===== config.mk =====
export PLATFORM = sky130hd
export DESIGN_NAME = fifo_wr_arbiter
export DESIGN_NICKNAME = d
export VERILOG_FILES = /design/src/rtl/fifo_arb_pkg.sv /design/src/rtl/rr_pick.sv /design/src/rtl/fifo_wr_arbiter.sv
export SDC_FILE = /design/constraint.sdc
export NUM_CORES = 1
export LEC_CHECK = 0
export ABC_CLOCK_PERIOD_IN_PS = 2250
export CORE_ASPECT_RATIO = 2
export CORE_MARGIN = 3
export CORE_UTILIZATION = 26
export CTS_CLUSTER_DIAMETER = 100
export DETAILED_ROUTE_END_ITERATION = 10
export GPL_TIMING_DRIVEN = 0
export PLACE_DENSITY = 0.91
export SYNTH_ARGS = -nofsm -noshare
export SYNTH_HDL_FRONTEND = slang
export SYNTH_HIERARCHICAL = 1
export SYNTH_SLANG_ARGS = --single-unit

===== constraint.sdc =====
create_clock -name clk -period 2.25 [get_ports clk]
set_input_delay 0.3375 -clock clk [delete_from_list [all_inputs] [get_ports clk]]
set_output_delay 0.3375 -clock clk [all_outputs]
set_load 0.01 [all_outputs]

===== src/rtl/fifo_arb_pkg.sv =====
// ---------------------------------------------------------------------------
// fifo_arb_pkg
//   Shared types and helpers for the FIFO write-port arbiter.
//   - arb_state_t : arbiter FSM states (IDLE between packets, BURST while a
//                   producer owns the FIFO write port)
//   - idw(n)      : index width needed to name one of n producers, never 0
// ---------------------------------------------------------------------------
package fifo_arb_pkg;

    typedef enum logic {
        IDLE  = 1'b0,
        BURST = 1'b1
    } arb_state_t;

    function automatic int idw(input int n);
        return (n > 1) ? $clog2(n) : 1;
    endfunction

endpackage


===== src/rtl/rr_pick.sv =====
// ---------------------------------------------------------------------------
// rr_pick
//   Combinational rotate-priority search: returns the first asserted request
//   at or above ptr, wrapping past NUM_REQ-1 back to 0.
// Ports
//   req    in   NUM_REQ  request vector
//   ptr    in   IDW      index with highest priority
//   found  out  1        at least one request asserted
//   idx    out  IDW      winning index (0 when nothing is found)
// ---------------------------------------------------------------------------
module rr_pick
    import fifo_arb_pkg::*;
#(
    parameter  int NUM_REQ = 4,
    localparam int IDW     = idw(NUM_REQ)
) (
    input  logic [NUM_REQ-1:0] req,
    input  logic [IDW-1:0]     ptr,
    output logic               found,
    output logic [IDW-1:0]     idx
);

    always_comb begin
        int cand;
        found = 1'b0;
        idx   = '0;
        cand  = 0;
        for (int k = 0; k < NUM_REQ; k++) begin
            cand = int'(ptr) + k;
            if (cand >= NUM_REQ) begin
                cand = cand - NUM_REQ;
            end
            if (!found && req[cand[IDW-1:0]]) begin
                found = 1'b1;
                idx   = cand[IDW-1:0];
            end
        end
    end

endmodule


===== src/rtl/fifo_wr_arbiter.sv =====
// ---------------------------------------------------------------------------
// fifo_wr_arbiter
//   Shares one sync_fifo write port between NUM_REQ producers. Grants are
//   round-robin and held for a whole packet; a producer that stops offering
//   beats mid-packet loses the grant after TIMEOUT idle cycles (0 = never).
// Ports
//   clk, rst_n        clock (rising edge), asynchronous active-low reset
//   req_valid/last    per-producer beat valid and last-beat flag
//   req_data          producer i on bits [i*WIDTH +: WIDTH]
//   req_ready         per-producer accept, only the owner can see it high
//   fifo_wr_en/din    FIFO write strobe and data (combinational from owner)
//   fifo_full         stalls the current beat
//   fifo_almost_full  blocks the start of a new packet
//   grant_id          current / most recent owner
//   busy              high while a packet owns the port
//   err_timeout       one-cycle pulse when a grant is revoked by timeout
// ---------------------------------------------------------------------------
module fifo_wr_arbiter
    import fifo_arb_pkg::*;
#(
    parameter  int NUM_REQ = 4,
    parameter  int WIDTH   = 32,
    parameter  int TIMEOUT = 16,
    localparam int IDW     = idw(NUM_REQ)
) (
    input  logic                     clk,
    input  logic                     rst_n,
    input  logic [NUM_REQ-1:0]       req_valid,
    input  logic [NUM_REQ-1:0]       req_last,
    input  logic [NUM_REQ*WIDTH-1:0] req_data,
    output logic [NUM_REQ-1:0]       req_ready,
    output logic                     fifo_wr_en,
    output logic [WIDTH-1:0]         fifo_din,
    input  logic                     fifo_full,
    input  logic                     fifo_almost_full,
    output logic [IDW-1:0]           grant_id,
    output logic                     busy,
    output logic                     err_timeout
);

    localparam int CNT_W = (TIMEOUT > 1) ? $clog2(TIMEOUT) : 1;
    localparam int TO_M1 = (TIMEOUT > 0) ? TIMEOUT - 1 : 0;
    localparam logic [CNT_W-1:0] TO_LAST = TO_M1[CNT_W-1:0];

    arb_state_t       state_q, state_d;
    logic [IDW-1:0]   grant_id_q, grant_id_d;
    logic [IDW-1:0]   rr_ptr_q, rr_ptr_d;
    logic [CNT_W-1:0] idle_cnt_q, idle_cnt_d;
    logic             busy_q, busy_d;
    logic             err_q, err_d;

    logic             pick_found;
    logic [IDW-1:0]   pick_idx;
    logic [IDW-1:0]   next_ptr;

    rr_pick #(
        .NUM_REQ (NUM_REQ)
    ) u_pick (
        .req   (req_valid),
        .ptr   (rr_ptr_q),
        .found (pick_found),
        .idx   (pick_idx)
    );

    // Pointer moves past the owner only when its packet ends or is revoked.
    assign next_ptr = (grant_id_q == IDW'(NUM_REQ - 1)) ? '0 : grant_id_q + IDW'(1);

    // Write path is combinational from the owner so a beat lands in the
    // same cycle it is offered; state_q resets asynchronously, so these
    // drop to zero the moment rst_n falls.
    always_comb begin
        req_ready  = '0;
        fifo_wr_en = 1'b0;
        fifo_din   = req_data[int'(grant_id_q) * WIDTH +: WIDTH];
        if (state_q == BURST) begin
            req_ready[grant_id_q] = !fifo_full;
            fifo_wr_en            = req_valid[grant_id_q] & !fifo_full;
        end
    end

    always_comb begin
        state_d    = state_q;
        grant_id_d = grant_id_q;
        rr_ptr_d   = rr_ptr_q;
        idle_cnt_d = idle_cnt_q;
        err_d      = 1'b0;
        case (state_q)
            IDLE: begin
                if (pick_found && !fifo_almost_full) begin
                    state_d    = BURST;
                    grant_id_d = pick_idx;
                    idle_cnt_d = '0;
                end
            end
            BURST: begin
                if (fifo_wr_en) begin
                    idle_cnt_d = '0;
                    if (req_last[grant_id_q]) begin
                        state_d  = IDLE;
                        rr_ptr_d = next_ptr;
                    end
                end else if (!req_valid[grant_id_q] && (TIMEOUT != 0)) begin
                    // A beat held back only by fifo_full is not idleness.
                    if (idle_cnt_q == TO_LAST) begin
                        err_d      = 1'b1;
                        state_d    = IDLE;
                        rr_ptr_d   = next_ptr;
                        idle_cnt_d = '0;
                    end else begin
                        idle_cnt_d = idle_cnt_q + CNT_W'(1);
                    end
                end
            end
            default: state_d = IDLE;
        endcase
        busy_d = (state_d == BURST);
    end

    always_ff @(posedge clk or negedge rst_n) begin
        if (!rst_n) begin
            state_q    <= IDLE;
            grant_id_q <= '0;
            rr_ptr_q   <= '0;
            idle_cnt_q <= '0;
            busy_q     <= 1'b0;
            err_q      <= 1'b0;
        end else begin
            state_q    <= state_d;
            grant_id_q <= grant_id_d;
            rr_ptr_q   <= rr_ptr_d;
            idle_cnt_q <= idle_cnt_d;
            busy_q     <= busy_d;
            err_q      <= err_d;
        end
    end

    assign grant_id    = grant_id_q;
    assign busy        = busy_q;
    assign err_timeout = err_q;

endmodule

[Word level (Yosys, flattened, before mapping)]
Index checks and enable logic that the tools add are counted.
Word-level totals
  logic and storage cells: 96
  flip-flop bits (word level): 10
  input port bits: 140
  output and inout port bits: 41
Cells by class
  equal/unequal tests: 6
  shifts and indexed selects: 1
  reduce and logical (&&, ||, !) cells: 14
  magnitude comparators: 10
  muxes and demuxes: 48
  $add $sub $neg: 9
  bitwise logic cells: 3
Operator list (count)
  $shiftx A128 B8 Y32: 1
  $mux W2: 13
  $mux W1: 21
  $mux W4: 5
  $lt A2 B3 Y1 const B: 5
  $bmux W1 S2: 6
  $ge A3 B3 Y1 const B: 3
  $pmux W4 S2: 1
  $sub A2 B1 Y2 const B: 4
  $add A2 B2 Y3 const B: 2
  $logic_and A1 B1 Y1: 5
  $logic_not A1 Y1: 5
  $add A4 B1 Y4 const B: 1
  $and A4 B4 Y4: 1
  $eq A4 B4 Y1 const B: 1
  $ne A2 B2 Y1 const B: 2
  $reduce_and A2 Y1: 2
  $reduce_and A4 Y1: 1
  $add A2 B1 Y3 const B: 1
  $ge A2 B3 Y1 const B: 1
  $ne A3 B3 Y1 const B: 1
  $add A2 B1 Y2 const B: 1
  $demux W1 S2: 1
  $eq A2 B2 Y1 const B: 1
  other kinds (6): 6

[Longest topological paths before layout]
  depth in word-level cells: 17
  gate-level depth with buffers: 5
  mapped depth without buffers: 5

[Cells and area by module]
Netlist, hierarchy kept.
Modules (own cells, without submodules)
  fifo_wr_arbiter: times used 1, seq. area each 250.2 µm², area each 1378.8 µm², cells each 98
  rr_pick: times used 1, seq. area each 0.0 µm², area each 77.6 µm², cells each 15

[Worst setup path after synthesis]
No wires, ideal clock.
  path kind: register -> register
  start: register grant_id_q[0] (netlist: grant_id[0])
  end: register rr_ptr_q[0]
  path buffers: 1
  stages on the path, launching flop included: 6
  path slack: 0.303 ns
  arrival time: 1.822 ns
  required time: 2.125 ns
  clock period less this slack: 1.947 ns
  library setup time: 0.125 ns
  path through: dfrtp_1 buf_6 mux4_2 and3_4 o21ai_2 mux2_2
Between the ends
  cells in the longest elaborated chain, start to end: 6
  elaborated cells on any way between the ends: 17
  classes of those cells: add/sub (1); eq/ne (3); mux (10); bitwise (1); reduce/logical (2)
Ends and longest elaborated chain
  start, declared: RTL line fifo_wr_arbiter.sv:46  | logic [IDW-1:0] grant_id_q, grant_id_d;
  start signal, assigned: RTL line fifo_wr_arbiter.sv:129  | grant_id_q <= grant_id_d;
  $bmux W1 S2: RTL line fifo_wr_arbiter.sv:77, fifo_wr_arbiter.sv:102
  $mux W1 (not written as such): RTL line fifo_wr_arbiter.sv:77, fifo_wr_arbiter.sv:102
  $and A1 B1 Y1: RTL line fifo_wr_arbiter.sv:77  | fifo_wr_en = req_valid[grant_id_q] & !fifo_full;
  $mux W1: RTL line fifo_wr_arbiter.sv:75  | if (state_q == BURST) begin
  $ne A2 B1 Y1 (no line), or another cell as far along
  $reduce_and A4 Y1 (no line)
  end signal, assigned: RTL line fifo_wr_arbiter.sv:130  | rr_ptr_q <= rr_ptr_d;
  end, declared: RTL line fifo_wr_arbiter.sv:47  | logic [IDW-1:0] rr_ptr_q, rr_ptr_d;
Parallel ways exist; a longest one is shown, timed or not. The select of a mux whose other input is x is not followed.
A chain may end at the register's enable or synchronous reset.

[Worst setup path after layout]
  start: input fifo_full
  end: output req_ready[3]
Between the ends
  cells in the longest elaborated chain, start to end: 3
Ends and longest elaborated chain
  start, declared: RTL line fifo_wr_arbiter.sv:34  | input logic fifo_full,
  $logic_not A1 Y1: RTL line fifo_wr_arbiter.sv:76  | req_ready[grant_id_q] = !fifo_full;
  $and A4 B4 Y4 (no line)
  $mux W4: RTL line fifo_wr_arbiter.sv:75
  end, declared: RTL line fifo_wr_arbiter.sv:31  | output logic [NUM_REQ-1:0] req_ready,
Every way passes these cells.

==> results.rst <==
.. list-table::
   :header-rows: 1

   * - Metric
     - Value
   * - Tightest slew margin relative to the limit
     - between 50% and 60%
   * - Weighted congestion at the end of routability-driven global placement
     - 0.826
   * - Count of flip-flops with a built-in enable after synthesis
     - 0
   * - Cell count after placement
     - 353
   * - CTS tree
     - built
   * - Total congestion overflow
     - 0
   * - Count of TritonRoute iterations in the first routing pass
     - 4
   * - H-Tree Depth
     - 1
   * - Maximum vdd ir drop
     - roughly 0.0008 V
   * - Maximum root-to-sink buffer count
     - 2
   * - Placed Instance Area
     - ~3300 um2
   * - TritonCTS Buffers
     - 3
   * - Top_reg_cell synth
     - dfrtp_1
   * - Simple-gate share of the synthesized area
     - under 10%
   * - Final Power
     - roughly 0.0029 W
   * - Routed Antenna Nets
     - 0
   * - DR WL/cell
     - approximately 21 um
   * - Die Outline Area
     - roughly 6600 um2
   * - Crit path capture
     - req_ready[3]
   * - Layout Nets
     - 447
   * - Total length of routed wires
     - 7.62 mm
   * - Growth of design area from synthesis to finish
     - 137%
   * - Adder-Cell Fraction of Synth Area
     - roughly 4.3%
   * - Reg-to-reg endpoint
     - rr_ptr_q[1]
   * - Cell variety after synth
     - 31
   * - Critical Path Source
     - fifo_full
   * - Starting density of the core
     - a little over a quarter
   * - Final Hold Violating Endpoints
     - 0
   * - Type of the most critical hold path
     - in -> async
   * - Clock sink count
     - 10
   * - Period utilization
     - a little over nine tenths
   * - Count of maximum capacitance violations
     - 0
   * - Final instance area
     - about 3400 um2
   * - Die boundary height
     - between 100 and 150 um
   * - Period minus WS final
     - between 2 and 2.5 ns
   * - Number of synthesis warnings
     - 6
   * - Main combinational cell family by area after synthesis
     - multiplexers
   * - Post-synthesis cell type with the largest combined area
     - mux4_2
   * - Count of routing violations after the opening detailed-route iteration
     - 89
   * - Clock network latency to the later pin of the worst-skew pair
     - about 0.23 ns
   * - Fraction of synthesized area in multiplexers
     - roughly 55%
   * - Site row count
     - 38
   * - Share of the synthesized netlist area taken by xor and xnor gates
     - 0%
   * - Detailed-route DRC error count
     - 0
   * - Placed wire-length estimate
     - ~6.7 mm
   * - Crit-path max FO
     - 5
   * - Synth Area in Compound Gates
     - a little under a tenth
   * - Die Width
     - 58.9 um
   * - Depth of the most critical reg-to-reg path
     - 6
   * - Pin count of the biggest net entering global routing
     - 11
   * - Total routing resource utilization after global routing
     - between 20% and 30%
   * - Wire length of the first global-routing pass
     - about 11 mm
   * - Post-synthesis instance area
     - around 1500 um2
   * - Status
     - finished, final reports clean
   * - Post-synth top cells
     - mux4_2, dfrtp_1, a21oi_1, inv_1
   * - RSZ-0062 raised after global routing
     - false
   * - Via count of the routed design
     - between 1500 and 2000
   * - Setup slack, reg-to-reg
     - 0.19 ns
   * - Finished Layout Cells
     - 360
   * - Post-route clock skew
     - around 0.0052 ns
   * - Area fraction of the dominant cell type after synthesis
     - between 40 and 50%
   * - Share of synthesized area occupied by flip-flops and latches
     - 17.2%
   * - Pwr dens
     - between 800 and 900 nW/um2
   * - Via count of the first global-routing pass
     - about 2100
   * - Cell types with the largest area share after synthesis
     - mux4_2, dfrtp_1, ha_1, mux4_1, a21oi_1
   * - Vias per cell
     - between 5 and 6
   * - Cell with the most instances after synthesis
     - mux4_2
   * - Slew at the pin closest to its max-slew limit
     - ~0.71 ns
   * - Arrival time worst endpoint
     - ~1.9 ns
   * - Post-synth net total
     - ~260
   * - Reg clk slew, reported paths
     - approximately 0.040 ns
   * - Fraction of registers with async set/reset
     - between 90% and 100%
   * - Core area
     - about 5400 um2
   * - Cell count after synthesis
     - between 100 and 150
   * - Number of flip-flops and latches in the synthesized netlist
     - 10
   * - Crit Path Category
     - in -> out
   * - Maximum clock rate
     - roughly 0.46 GHz
   * - Reg2Reg Launch Point
     - grant_id[0]
   * - Category of the worst setup path capture point
     - primary output
   * - Number of I/O port buffers
     - 180
   * - Slew Viols, Final
     - 0
   * - Post-layout util
     - 63.6%
   * - # IOs
     - ~180
   * - Ratio of cells with drive above 1 in the final layout
     - 17.3%
   * - Mean instance size in the synthesized netlist
     - 12.9 um2
   * - Setup TNS
     - 0 ns
   * - Number of antenna repair diodes
     - 0
   * - Antenna violations before repair
     - 0
   * - Cell chosen for the clock root
     - clkbuf_8
   * - Critical Path Source Type
     - primary input
   * - Static Leak
     - about 1.4 nW
   * - Req. time, crit path
     - 1.91 ns
   * - Setup-failing EPs final
     - 0
## power breakdown
group / internal, W / total (W) / switching, W / leakage (nW)
Combinational: 0.00144 / 0.00238 / 0.000945 / 1.27
Clock: 0.000116 / 0.000176 / 0.0000600 / 0.0216
Sequential: 0.000249 / 0.000342 / 0.0000933 / 0.127
## sequential cells by signal, summed over array words and instances (netlist names)
register	flops
busy	1
err_timeout	1
rr_ptr_q	2
idle_cnt_q	4
grant_id	2
## layer usage
metal / wire, um / vias up / track usage (%) / part of all wire [%]
li1: - / 842 / - / -
met1: 2270 / 892 / 21.5 / 30
met2: 4320 / 137 / 44.4 / 57
met3: 806 / 19 / 5.80 / 11
met4: 223 / 0 / 6.81 / 2.9
met5: 0 / - / 0 / 0
## cell type report
| class | instances | area [um2] |
|---|---|---|
| buffer | 8 | 97.6 |
| clock buffer | 3 | 41.3 |
| fill | 432 | 1970 |
| inverter | 9 | 33.8 |
| multi-input combinational | 86 | 1130 |
| sequential | 10 | 250 |
| tap | 60 | 75.1 |
| timing repair buffer | 184 | 1820 |
## cells by family (layout without fill, tap and decap cells)
family,after synthesis,in the layout
DFF,10,10
and+or+nand+nor,24,24
adders and majority gates,5,5
AOI/OAI and AO/OA,21,21
muxes,36,36
buffers and inverters,17,204
## layout by cell type (no fill, tap or decap), types with 2 or more instances in the layout
| cell | instances |
|---|---|
| clkbuf_8 | 4 |
| a21oi_1 | 8 |
| mux4_2 | 32 |
| mux4_1 | 2 |
| mux2_2 | 2 |
| dfrtp_1 | 10 |
| clkbuf_4 | 2 |
| nand2b_1 | 2 |
| a21o_1 | 2 |
| buf_12 | 2 |
| and2_1 | 5 |
| clkdlybuf4s50_1 | 144 |
| buf_8 | 2 |
| nand3_1 | 2 |
| ha_1 | 5 |
| buf_4 | 4 |
| o21ai_0 | 4 |
| nor2_1 | 5 |
| nor2b_1 | 2 |
| a22o_1 | 2 |
| nand2_1 | 3 |
| dlymetal6s2s_1 | 5 |
| inv_1 | 8 |
| dlygate4sd2_1 | 31 |
## critical path, stage by stage
cell and delay (ns):
clkdlybuf4s50_1 0.46, nor2b_1 0.32, and2_1 0.18, clkdlybuf4s50_1 0.55
## repair_timing
| item | in CTS | in global routing |
|---|---|---|
| setup endpoints to repair | 35 | 5 |
| hold buffers | 0 | 0 |
| gates resized for setup | 50 | 5 |
| buffers inserted | 4 | 0 |
| endpoints found under the hold margin | 0 | 0 |
## through the flow
| stage | setup WS (ns) | hold WS [ns] |
|---|---|---|
| 2_1_floorplan | 0.303 | 0.0419 |
| 3_3_place_gp | -0.358 | 0.526 |
| 3_5_place_dp | -0.387 | 0.544 |
| 4_1_cts | 0.000703 | 0.433 |
| 5_1_grt | 0.00447 | 0.439 |
| 6_report | 0.0632 | 0.417 |
## worst min path at each step
stage / cells after the start / end / start / slack, ns
after floorplan: 0 / busy / rst_n / 0.04
after global placement: 1 / idle_cnt_q[3] / idle_cnt_q[3] / 0.53
after detailed placement: 1 / idle_cnt_q[3] / idle_cnt_q[3] / 0.54
after CTS: 1 / grant_id[0] / rst_n / 0.43
after global routing: 1 / grant_id[0] / rst_n / 0.44
final: 1 / grant_id[0] / rst_n / 0.42
Power figures use the tool's default switching activity.
